### src/rtl/pattern_gen_pkg.sv
// Shared types and colour constants for the multi-mode video test source.
// Imported by the raster counter and the pattern generator top level.
package pattern_gen_pkg;

   typedef enum logic [1:0] {
      MODE_QUAD  = 2'd0,
      MODE_BARS  = 2'd1,
      MODE_RAMP  = 2'd2,
      MODE_SOLID = 2'd3
   } mode_e;

   localparam int R_HI = 23;
   localparam int R_LO = 16;
   localparam int G_HI = 15;
   localparam int G_LO = 8;
   localparam int B_HI = 7;
   localparam int B_LO = 0;

   localparam logic [23:0] QUAD_Q1 = 24'h00CC00;
   localparam logic [23:0] QUAD_Q2 = 24'h00CCCC;
   localparam logic [23:0] QUAD_Q3 = 24'hFF9A26;
   localparam logic [23:0] QUAD_Q4 = 24'h9D26FF;

   // white, yellow, cyan, green, magenta, red, blue, black
   localparam logic [23:0] BAR_COLOR [8] = '{
      24'hFFFFFF, 24'hFFFF00, 24'h00FFFF, 24'h00FF00,
      24'hFF00FF, 24'hFF0000, 24'h0000FF, 24'h000000
   };

   function automatic logic [23:0] rgb(
      input logic [7:0] r,
      input logic [7:0] g,
      input logic [7:0] b
   );
      logic [23:0] c;
      c = '0;
      c[R_HI:R_LO] = r;
      c[G_HI:G_LO] = g;
      c[B_HI:B_LO] = b;
      return c;
   endfunction

endpackage

### src/rtl/pattern_generator_multi_raster_counter.sv
// Raster position counters (x, y, frame) advanced by a strobe.
// Exposes last-pixel, last-line and last-frame flags for reuse downstream.
module raster_counter
   import pattern_gen_pkg::*;
#(
   parameter int WIDTH  = 800,
   parameter int HEIGHT = 600,
   parameter int RATE   = 72,
   parameter int XW     = (WIDTH > 1) ? $clog2(WIDTH) : 1,
   parameter int YW     = (HEIGHT > 1) ? $clog2(HEIGHT) : 1,
   parameter int FW     = (RATE > 1) ? $clog2(RATE) : 1
) (
   input  logic          clock,
   input  logic          reset,
   input  logic          advance,
   output logic [XW-1:0] x,
   output logic [YW-1:0] y,
   output logic          last_pix,
   output logic          last_line,
   output logic          last_frame
);

   logic [XW-1:0] x_q, x_d;
   logic [YW-1:0] y_q, y_d;
   logic [FW-1:0] f_q, f_d;

   assign last_pix   = (x_q == XW'(WIDTH - 1));
   assign last_line  = (y_q == YW'(HEIGHT - 1));
   assign last_frame = (f_q == FW'(RATE - 1));
   assign x          = x_q;
   assign y          = y_q;

   always_comb begin
      x_d = x_q;
      y_d = y_q;
      f_d = f_q;
      if (advance) begin
         if (last_pix) begin
            x_d = '0;
            if (last_line) begin
               y_d = '0;
               f_d = last_frame ? '0 : f_q + FW'(1);
            end else begin
               y_d = y_q + YW'(1);
            end
         end else begin
            x_d = x_q + XW'(1);
         end
      end
   end

   always_ff @(posedge clock) begin
      if (reset) begin
         x_q <= '0;
         y_q <= '0;
         f_q <= '0;
      end else begin
         x_q <= x_d;
         y_q <= y_d;
         f_q <= f_d;
      end
   end

endmodule

### src/rtl/pattern_generator_multi.sv
// Multi-mode raster test source with ready/valid output handshake.
// Mode and inversion only change at frame boundaries.
module pattern_generator_multi
   import pattern_gen_pkg::*;
#(
   parameter int          VISIBLE_WIDTH  = 800,
   parameter int          VISIBLE_HEIGHT = 600,
   parameter int          FRAME_RATE     = 72,
   parameter int          TILE_W_LOG2    = 6,
   parameter int          TILE_H_LOG2    = 5,
   parameter int          BAR_W_LOG2     = 7,
   parameter bit          INVERT_EN      = 1'b1,
   parameter logic [23:0] SOLID_COLOR    = 24'h808080
) (
   input  logic        clock,
   input  logic        reset,
   input  logic [1:0]  Mode,
   input  logic        VideoReady,
   output logic        VideoValid,
   output logic [23:0] Video,
   output logic        StartOfFrame,
   output logic        EndOfLine
);

   localparam int XW = (VISIBLE_WIDTH > 1) ? $clog2(VISIBLE_WIDTH) : 1;
   localparam int YW = (VISIBLE_HEIGHT > 1) ? $clog2(VISIBLE_HEIGHT) : 1;

   logic          valid_q, valid_d;
   mode_e         mode_q, mode_d;
   logic          inv_q, inv_d;
   logic          accept;
   logic          frame_end;
   logic [XW-1:0] x;
   logic [YW-1:0] y;
   logic          last_pix, last_line, last_frame;
   logic          h, v;
   logic [2:0]    bar_idx;
   logic [7:0]    ramp;
   logic [23:0]   base;

   assign accept    = valid_q & VideoReady;
   assign frame_end = last_pix & last_line;

   raster_counter #(
      .WIDTH  (VISIBLE_WIDTH),
      .HEIGHT (VISIBLE_HEIGHT),
      .RATE   (FRAME_RATE),
      .XW     (XW),
      .YW     (YW)
   ) u_raster (
      .clock      (clock),
      .reset      (reset),
      .advance    (accept),
      .x          (x),
      .y          (y),
      .last_pix   (last_pix),
      .last_line  (last_line),
      .last_frame (last_frame)
   );

   always_comb begin
      valid_d = 1'b1;
      mode_d  = mode_q;
      inv_d   = inv_q;
      if (accept && frame_end) begin
         mode_d = mode_e'(Mode);
         if (INVERT_EN && last_frame) begin
            inv_d = ~inv_q;
         end
      end
   end

   always_ff @(posedge clock) begin
      if (reset) begin
         valid_q <= 1'b0;
         mode_q  <= mode_e'(Mode);
         inv_q   <= 1'b0;
      end else begin
         valid_q <= valid_d;
         mode_q  <= mode_d;
         inv_q   <= inv_d;
      end
   end

   // Shift-then-truncate keeps tile/bar bit selects legal for any width.
   assign h       = 1'(x >> TILE_W_LOG2);
   assign v       = 1'(y >> TILE_H_LOG2);
   assign bar_idx = 3'(x >> BAR_W_LOG2);
   assign ramp    = 8'(x);

   always_comb begin
      base = SOLID_COLOR;
      unique case (mode_q)
         MODE_QUAD: begin
            unique case ({v, h})
               2'b00:   base = QUAD_Q1;
               2'b01:   base = QUAD_Q2;
               2'b10:   base = QUAD_Q3;
               default: base = QUAD_Q4;
            endcase
         end
         MODE_BARS:  base = BAR_COLOR[bar_idx];
         MODE_RAMP:  base = rgb(ramp, ramp, ramp);
         MODE_SOLID: base = SOLID_COLOR;
      endcase
   end

   assign VideoValid   = valid_q;
   assign Video        = inv_q ? ~base : base;
   assign StartOfFrame = (x == '0) && (y == '0);
   assign EndOfLine    = last_pix;

endmodule

### config.mk
export PLATFORM = sky130hd
export DESIGN_NAME = pattern_generator_multi
export DESIGN_NICKNAME = d
export VERILOG_FILES = /design/src/rtl/pattern_gen_pkg.sv /design/src/rtl/pattern_generator_multi_raster_counter.sv /design/src/rtl/pattern_generator_multi.sv
export SDC_FILE = /design/constraint.sdc
export NUM_CORES = 1
export LEC_CHECK = 0
export ABC_AREA = 1
export CAP_MARGIN = 20
export CORE_ASPECT_RATIO = 1.25
export CORE_MARGIN = 3
export CORE_UTILIZATION = 58
export CTS_CLUSTER_DIAMETER = 120
export CTS_CLUSTER_SIZE = 25
export DETAILED_ROUTE_END_ITERATION = 8
export PLACE_DENSITY = 0.85
export REMOVE_ABC_BUFFERS = 1
export SYNTH_ARGS = -nofsm -noshare
export SYNTH_HDL_FRONTEND = slang
export SYNTH_SLANG_ARGS = --single-unit
### constraint.sdc
create_clock -name clock -period 4.2 [get_ports clock]
set_input_delay 0.42 -clock clock [delete_from_list [all_inputs] [get_ports clock]]
set_output_delay 0.42 -clock clock [all_outputs]
set_load 0.005 [all_outputs]
==> summary.md <==
| Metric | Value |
|---|---|
| Critical path class | `flop to output port` |
| Origin of the worst setup path | `mode_q[0]` |
| Post-synth top flop | `dfxtp_1` |
| DRC | `0` |
| Root Driver | `clkbuf_8` |
| Top achievable clock speed | `380 MHz` |
| Quantity of hold-fixing buffers added after cts | `0` |
| Core Rows | `24` |
| Die Span Y | `73.9 um` |
| Wirelength, routed | `5.04 mm` |
| Layout Nets | `351` |
| Total global-route track usage | `0.246` |
| Dominant cells by area after synthesis | `dfxtp_1 27%, xor2_1 11%, nand2_1 9.1%` |
| Fillers | `303` |
| Pwr dens | `259 nW/um^2` |
| Setup violations, final | `0` |
| CP Max Fanout | `10` |
| Antenna-violating nets left | `0` |
| Syn Inst Count | `308` |
| Ys async rst share | `0` |
| Min Hold Slack | `497 ps` |
| Starting Density | `0.609` |
| Worst Hold Path EP | `u_raster.f_q[3]` |
| Fin Clk Skew | `1.77 ps` |
| Arr. time, crit path | `2220 ps` |
| Min-delay src | `u_raster.f_q[3]` |
| Share of cells above drive strength 1 | `0.0789` |
| RR Startpoint | `u_raster.x[1]` |
| Max-cap violation count | `0` |
| FF-to-FF End | `mode_q[0]` |
| Worst reg-to-reg setup slack | `2470 ps` |
| Vias/cell | `5.60` |
| Number of inserted diodes | `0` |
| Area of the die | `4460 um^2` |
| Seq/Total Area, Yosys | `0.299` |
| Initial antenna violation count | `0` |
| LEAKAGE | `0.000978 uW` |
| Hold depth | `2` |
| Worst hold path type | `flop to flop` |
| Critical Path RT | `3780 ps` |
| Worst-Skew Late Latency | `280 ps` |
| Max incr delay on CP | `520 ps` |
| Final Hold Viols | `0` |
| TritonCTS clock tree | `yes` |
| Area Overhead vs Synth | `18.8%` |
| Clock buffer depth | `2` |
| DP Cell Count | `373` |
| Cts bufs inserted | `5` |
| DP Worst Slack | `1880 ps` |
| Count leader, synth | `nand2_1` |
| Slew Viols, Final | `0` |
| Port bufs | `31` |
| Ports | `32` |
| Outcome | `complete, no violations` |
| CTS resizes | `0` |
| Placeable Area | `3510 um^2` |
| Final Total Pwr | `659 uW` |
| GRT overflow | `0` |
| RePlAce Congestion | `0.978` |
| CP bufs+invs | `1` |
| Setup ws final | `1560 ps` |
| Post-CTS setup buffer count | `0` |
| Total number of vias | `2,134` |
| Slowest cell on crit path | `clkdlybuf4s50_1` |
| Syn Area/Cell | `6.95 um^2` |
| Final min period | `2640 ps` |
| Post-route setup TNS | `0 ps` |
| Initial DRT Pass Iterations | `4` |
| Startpoint Class | `flop` |
| Top cells by count, synth | `52 x nand2_1, 43 x nor2_1, 33 x inv_1` |
| Post-synth cell types | `31` |
| Period utilization | `0.627` |
| Unrepaired setup endpoints after global routing | `false` |
| CTS H-Tree Depth | `2` |
| Worst-path clk slew | `60 ps` |
| Slew @ Worst Pin | `904 ps` |
| Mapped cell area | `2140 um^2` |
| Worst slew margin | `0.397` |
| Routed len/inst | `13.2 um` |
| Post-synth EDFFs | `2` |
| Chip width | `60.3 um` |
| Global-route wire length before repair | `8.38 mm` |
| FF-to-FF path depth | `7` |
| Initial DRC Count | `117` |
| Largest net degree at the start of global routing | `22` |
| Placed wire-length estimate | `4.05 mm` |
| Largest area contributor in the netlist | `dfxtp_1` |
| Fin cells | `381` |
| Peak VDD IR | `0.315 mV` |
| Critical path cell sequence | `nor2_1 > nand2_1 > o22ai_1 > xor2_1 > clkdlybuf4s50_1` |
| Top Family by Delay on Critical Path | `simple AND/OR/NAND/NOR gates` |
| CTS Sinks | `31` |
| Synth top area share | `0.271` |
| Flops & latches, synth | `31` |
| Vias in the first global route | `1,977` |
| Worst Setup End Kind | `output port` |
| Syn. warnings | `0` |
[worst reg2reg max path, stage by stage, from the launching register on]
cell and delay, ps:
dfxtp_1 370, ha_1 230, nand2_2 80, nor2_4 130, nand2_4 90, nor2_8 260, nand2_2 150, nand2_4 130
[area by class of cell]
cell class,instances,area (um^2),share of cell area
Clock buffer,7,76.3,0.0300
Clock inverter,1,5.00,0.00197
Inverter,37,139,0.0546
Multi-Input combinational cell,235,1320,0.520
Sequential cell,31,641,0.252
Tap cell,39,48.8,0.0192
Timing Repair Buffer,31,310,0.122
[registers in the layout (all words and copies together) (netlist names)]
register and flops:
inv_q 1, u_raster.f_q 7, mode_q 2, u_raster.x 10
VideoValid 1, u_raster.y 10
[cells by family (layout without fill, tap and decap cells)]
kind of cell	count (synthesis)	in the layout	synth area share
AO/OA/AOI/OAI	49	49	0.120
XOR/XNOR	28	28	0.115
adder cells (fa/ha/maj)	5	5	0.0292
buffers and inverters	42	76	0.0825
flip-flops	31	31	0.299
AND/OR/NAND/NOR	153	153	0.354
[how the worst max path moves through the flow]
stage	depth (start not counted)	slack [ps]	endpoint
after CTS	5	1570	Video[2]
after detailed placement	5	1880	Video[2]
after global routing	5	1300	Video[2]
after global placement	5	1930	Video[2]
final	5	1560	Video[2]
after floorplan	4	2530	Video[2]
[report_power, final]
group / internal (uW) / total, uW / switching (uW)
clock: 116 / 226 / 110
combinational: 71.2 / 130 / 58.5
sequential: 300 / 303 / 2.95
total: 488 / 659 / 172
[placed cells by master, fill, tap and decap left out, drive strengths merged]
| cell type | count |
|---|---|
| o211ai | 2 |
| nand4 | 10 |
| a211oi | 1 |
| ha | 5 |
| edfxtp | 2 |
| nand3b | 3 |
| o31ai | 1 |
| nand3 | 27 |
| o21ai | 30 |
| a31oi | 1 |
| clkbuf | 7 |
| inv | 37 |
| nand2 | 56 |
| nor4 | 1 |
| o22ai | 1 |
| a21oi | 13 |
| clkinv | 1 |
| nor3 | 5 |
| clkdlybuf4s50 | 31 |
| nor2 | 51 |
| xor2 | 28 |
| dfxtp | 29 |
[routing by layer]
layer | routed length, um | vias to the layer above | global-route usage | part of all wire
li1 | - | 1072 | - | -
met1 | 1950 | 959 | 0.248 | 0.39
met2 | 2680 | 84 | 0.459 | 0.53
met3 | 242 | 19 | 0.0510 | 0.048
met4 | 165 | 0 | 0.128 | 0.033
met5 | 0 | - | 0 | 0
[through the flow]
stage	utilization	cell area (um^2)
floorplan	-	2100
CTS	0.724	2540
global placement	0.700	2460
detailed placement	0.700	2460
global route	0.724	2540
finish	0.724	2540
No activity file was read; power rests on OpenSTA's default activity.
